==> config.mk <==
export PLATFORM = sky130hd
export DESIGN_NAME = bram_read_arbiter
export DESIGN_NICKNAME = d
export VERILOG_FILES = /design/src/rtl/bram_read_arbiter.sv
export SDC_FILE = /design/constraint.sdc
export NUM_CORES = 1
export LEC_CHECK = 0
export BUFFER_PORTS_ARGS = -buffer_cell sky130_fd_sc_hd__buf_2
export CORE_UTILIZATION = 41
export DETAILED_ROUTE_END_ITERATION = 8
export PLACE_DENSITY = 0.95
export SKIP_LAST_GASP = 1
export SLEW_MARGIN = 20
export SYNTH_ARGS = -nofsm -noshare
export SYNTH_HDL_FRONTEND = slang
export SYNTH_SLANG_ARGS = --single-unit
==> constraint.sdc <==
create_clock -name clk -period 10.7 [get_ports clk]
set_clock_uncertainty 0.15 [all_clocks]
set_input_delay 2.675 -clock clk [delete_from_list [all_inputs] [get_ports clk]]
set_output_delay 2.675 -clock clk [all_outputs]
set_load 0.005 [all_outputs]
==> src/rtl/bram_read_arbiter.sv <==
// Round-robin arbiter that shares one BRAM read port among NUM_REQ requesters.
// One read is in flight at a time: IDLE picks a winner, ISSUE drives the address, WAIT forwards the data.
module bram_read_arbiter #(
  parameter int DATA_WIDTH = 32,
  parameter int ADDR_WIDTH = 8,
  parameter int NUM_REQ    = 4
) (
  input  logic                          clk,
  input  logic                          rst,
  input  logic [NUM_REQ*ADDR_WIDTH-1:0] req_addr,
  input  logic [NUM_REQ-1:0]            req_addr_valid,
  output logic [NUM_REQ-1:0]            req_addr_ready,
  output logic [DATA_WIDTH-1:0]         resp_data,
  output logic [NUM_REQ-1:0]            resp_valid,
  input  logic [NUM_REQ-1:0]            resp_ready,
  output logic [ADDR_WIDTH-1:0]         mem_addr,
  output logic                          mem_addr_valid,
  input  logic                          mem_addr_ready,
  input  logic [DATA_WIDTH-1:0]         mem_data,
  input  logic                          mem_data_valid,
  output logic                          mem_data_ready,
  output logic [2:0]                    grant_id,
  output logic                          busy
);

  typedef enum logic [1:0] {
    IDLE  = 2'd0,
    ISSUE = 2'd1,
    WAIT  = 2'd2
  } state_t;

  state_t                  state_q, state_d;
  logic [2:0]              last_grant_q, last_grant_d;
  logic [2:0]              grant_q, grant_d;
  logic [ADDR_WIDTH-1:0]   addr_q, addr_d;

  logic [2:0]              rr_start;
  logic [2*NUM_REQ-1:0]    req_dbl;
  logic [NUM_REQ-1:0]      req_rot;
  logic                    win_found;
  logic [2:0]              win_pos;
  logic [3:0]              win_sum;
  logic [2:0]              win_idx;
  logic [NUM_REQ-1:0]      win_oh;
  logic [NUM_REQ-1:0]      grant_oh;
  logic [ADDR_WIDTH-1:0]   win_addr;
  logic                    grant_resp_ready;

  // Rotate the valid vector so bit 0 is the requester right after the last grant.
  assign rr_start = (last_grant_q == 3'(NUM_REQ - 1)) ? 3'd0 : last_grant_q + 3'd1;
  assign req_dbl  = {req_addr_valid, req_addr_valid};
  assign req_rot  = NUM_REQ'(req_dbl >> rr_start);

  always_comb begin
    win_found = 1'b0;
    win_pos   = 3'd0;
    for (int k = NUM_REQ - 1; k >= 0; k--) begin
      if (req_rot[k]) begin
        win_found = 1'b1;
        win_pos   = 3'(k);
      end
    end
  end

  assign win_sum = {1'b0, rr_start} + {1'b0, win_pos};
  assign win_idx = (win_sum >= 4'(NUM_REQ)) ? 3'(win_sum - 4'(NUM_REQ)) : win_sum[2:0];

  generate
    for (genvar gi = 0; gi < NUM_REQ; gi++) begin : g_onehot
      assign win_oh[gi]   = (win_idx == 3'(gi));
      assign grant_oh[gi] = (grant_q == 3'(gi));
    end
  endgenerate

  always_comb begin
    win_addr = '0;
    for (int i = 0; i < NUM_REQ; i++) begin
      if (win_oh[i]) begin
        win_addr = win_addr | req_addr[i*ADDR_WIDTH +: ADDR_WIDTH];
      end
    end
  end

  // Only the granted requester's resp_ready is allowed to complete the read.
  assign grant_resp_ready = |(resp_ready & grant_oh);

  always_ff @(posedge clk) begin
    if (rst) begin
      state_q      <= IDLE;
      last_grant_q <= 3'(NUM_REQ - 1);
      grant_q      <= 3'd0;
      addr_q       <= '0;
    end else begin
      state_q      <= state_d;
      last_grant_q <= last_grant_d;
      grant_q      <= grant_d;
      addr_q       <= addr_d;
    end
  end

  always_comb begin
    state_d      = state_q;
    last_grant_d = last_grant_q;
    grant_d      = grant_q;
    addr_d       = addr_q;
    case (state_q)
      IDLE: begin
        if (win_found) begin
          state_d = ISSUE;
          grant_d = win_idx;
          addr_d  = win_addr;
        end
      end
      ISSUE: begin
        if (mem_addr_ready) begin
          state_d = WAIT;
        end
      end
      WAIT: begin
        if (mem_data_valid && grant_resp_ready) begin
          state_d      = IDLE;
          last_grant_d = grant_q;
        end
      end
      default: state_d = IDLE;
    endcase
  end

  always_comb begin
    req_addr_ready = '0;
    mem_addr_valid = 1'b0;
    mem_data_ready = 1'b0;
    resp_valid     = '0;
    resp_data      = '0;
    case (state_q)
      IDLE: begin
        if (win_found && !rst) begin
          req_addr_ready = win_oh;
        end
      end
      ISSUE: mem_addr_valid = 1'b1;
      WAIT: begin
        resp_valid     = grant_oh & {NUM_REQ{mem_data_valid}};
        resp_data      = mem_data;
        mem_data_ready = grant_resp_ready;
      end
      default: begin
      end
    endcase
  end

  assign mem_addr = addr_q;
  assign grant_id = grant_q;
  assign busy     = (state_q != IDLE);

endmodule

==> summary.md <==
| Metric | Value |
|---|---|
| Arr. time, crit path | between 5000 and 6000 ps |
| ANT nets after route | 0 |
| Total half-perimeter wirelength after legalization and detailed placement | around 3800 um |
| Fraction of layout cells with a size suffix above 1 | between 50% and 60% |
| Maximum clock path buffer count | 2 |
| Number of port buffers | 129 |
| GR Overflow Total | 0 |
| Summed negative setup slack over all endpoints | 0 ps |
| Power density of the placed cells | between 80 and 90 nW/um^2 |
| Pin count of the biggest net entering global routing | 37 |
| Cell Area, Synth | about 1400 sq um |
| CTS HTree Levels | 1 |
| Gpl congestion | roughly 0.84 |
| Area Overhead vs Synth | 48.7% |
| Y dimension of the die | 61.4 um |
| GRT Util Overall | between 20 and 25% |
| Cell types with the largest area share after synthesis | dfxtp_1 (22%), and2_1 (16%), mux4_2 (14%) |
| Peak Freq | about 0.12 GHz |
| Top fanout value on the critical path | 12 |
| Number of global-route vias before repair | about 1.4k |
| Number of antenna violations at the first check in global routing | 0 |
| Largest vdd supply drop | approximately 0.048 mV |
| Number of nets in the layout | between 300 and 400 |
| Setup crit start kind | primary input |
| Slew @ Worst Pin | 553 ps |
| Post-Synthesis Net Count | about 240 |
| Floorplan die area | between 3000 and 4000 sq um |
| Syn avg cell area | about 8.8 sq um |
| Required time of the worst setup path | approximately 7900 ps |
| Setup repair after global routing missed its margin | false |
| Type of the worst setup path | primary input to primary output |
| Vias | between 1.5k and 2k |
| Shortest clock period the worst path allows after layout | between 8000 and 9000 ps |
| Clk sinks | 16 |
| Max-slew violation total from the final report | 0 |
| Area fraction of the dominant cell type after synthesis | 22.2% |
| Cell type contributing the most total cell area after synthesis | dfxtp_1 |
| Sequential cell area fraction in the yosys report | approximately 22% |
| DRT Wirelength | approximately 4500 um |
| Via-per-instance ratio | between 5 and 6 |
| Commonest register cell after synthesis | dfxtp_1 |
| Number of maximum-capacitance constraint violations | 0 |
| Hold Path Class | flop to flop |
| Async set-reset flop share out of synthesis | 0% |
| Number of placed cells counting well taps | ~330 |
| Slew HR | roughly 63% |
| Source-to-sink clock delay at the later pin of the worst-skew pair | about 280 ps |
| DRC violation count after routing | 0 |
| Clock tree from TritonCTS | yes |
| Number of flops mapped to enable cells by yosys | 0 |
| Clk Tree Root Cell | clkbuf_4 |
| Number of gates given a new drive strength after cts | 0 |
| Wire length of the first global-routing pass | slightly above 6000 um |
| Count of synthesis-stage warnings from yosys | 0 |
| Leak Pwr | 1.18 nW |
| Count of state elements after synthesis | 16 |
| Hold-fix buffer count after cts | 0 |
| Count of unique library cells instantiated by Yosys | 50 |
| Number of buffers inserted to repair setup after CTS | 0 |
| CTS clk-pin slew, worst paths | about 90 ps |
| Count of non-filler cells in the finished layout | approximately 340 |
| Number of buffers created by CTS | 3 |
| Placement row count | 21 |
| Overall die width | between 60 and 70 um |
| Number of endpoints failing setup at the final stage | 0 |
| Mean routed wirelength per cell | roughly 14 um |
| Synth Instances | about 160 |
| Floorplan core area | about 3400 sq um |
| # diodes | 0 |
| Final cycle utilization of the critical path | between 70% and 80% |
| Top-level port count | 130 |
| Final Hold Viols | 0 |
| Total iterations of the first detailed-routing run | 5 |
| Initial Utilization | between 40% and 50% |
| Status | complete, no violations |
| Kind of capture point of the worst setup path | primary output |
| Starting DRT DRC Count | 84 |
-- synthesized netlist by cell type (all sizes together) (3+ instances only) --
| library cell | count |
|---|---|
| and2 | 36 |
| mux4 | 9 |
| nor2 | 12 |
| a21oi | 4 |
| a22o | 8 |
| buf | 4 |
| inv | 6 |
| or3 | 3 |
| nor2b | 5 |
| dfxtp | 16 |
| clkbuf | 6 |
| nand2 | 8 |
-- placed cells by master, fill, tap and decap left out, types with 3 or more instances in the layout --
cell      instances
buf_2           129
and2_1           36
dfxtp_1          16
nor2_1           12
mux4_2            9
nand2_1           8
a22o_1            8
inv_1             6
nor2b_1           5
a21oi_1           4
clkbuf_4          3
-- critical path, stage by stage --
cell	delay [ps]
buf_2	120
mux2_2	260
nand4b_1	90
o221a_2	220
nor4b_1	430
and3b_1	270
fa_1	840
inv_1	110
nor3b_1	190
buf_2	140
-- path summary, 6_finish.rpt --
kind                                         from           endpoint  slack, ps  depth (start not counted)
worst max-delay path            req_addr_valid[0]  req_addr_ready[2]       2520                         10
worst min-delay path              last_grant_q[1]    last_grant_q[1]        330                          1
worst max register to register    last_grant_q[0]        mem_addr[7]       6690                          9
worst min register to register    last_grant_q[1]    last_grant_q[1]        330                          1
-- logic make-up after synthesis --
kind of cell,after synthesis,share of synthesized area [%]
DFF,16,22.2
and+or+nand+nor,86,35.8
muxes,12,16.2
buffers and inverters,16,5.02
adders and majority gates,3,3.12
AOI/OAI and AO/OA,31,17.7
-- per-stage QoR --
stage	worst slack [ps]	hold slack, ps	power (mW)	cell area, sq um	utilization, %
floorplan	2830	290	0.116	1450	-
global placement	2610	306	0.146	2110	62.8
detailed placement	2520	309	0.148	2110	62.8
CTS	2520	331	0.187	2150	63.9
global route	2410	349	0.197	2150	63.9
finish	2520	330	0.186	2150	63.9
-- power by group --
| part | leakage [nW] | internal, mW | switching (mW) |
|---|---|---|---|
| sequential | 0.132 | 0.0658 | 0.00486 |
| combinational | 1.02 | 0.0423 | 0.0333 |
| clock | 0.0210 | 0.0207 | 0.0189 |
-- registers in the layout, summed over array words and instances, names as in the netlist --
signal        count
mem_addr          8
state_q           2
last_grant_q      3
grant_id          3
-- metal layers --
| layer | vias up | global-route usage (%) | wire (um) |
|---|---|---|---|
| li1 | 855 | - | - |
| met1 | 782 | 26.1 | 1790 |
| met2 | 90 | 40.5 | 2320 |
| met3 | 6 | 5.04 | 324 |
| met4 | 0 | 7.62 | 98 |
| met5 | - | 0 | 0 |
-- area by class of cell --
type / instances / area [sq um]
Fill cell: 312 / 1210
Inverter: 6 / 22.5
Sequential cell: 16 / 320
Timing Repair Buffer: 131 / 661
Clock buffer: 4 / 36.3
Tap cell: 46 / 57.6
Multi-Input combinational cell: 132 / 1050
No activity file was read; power rests on OpenSTA's default activity.
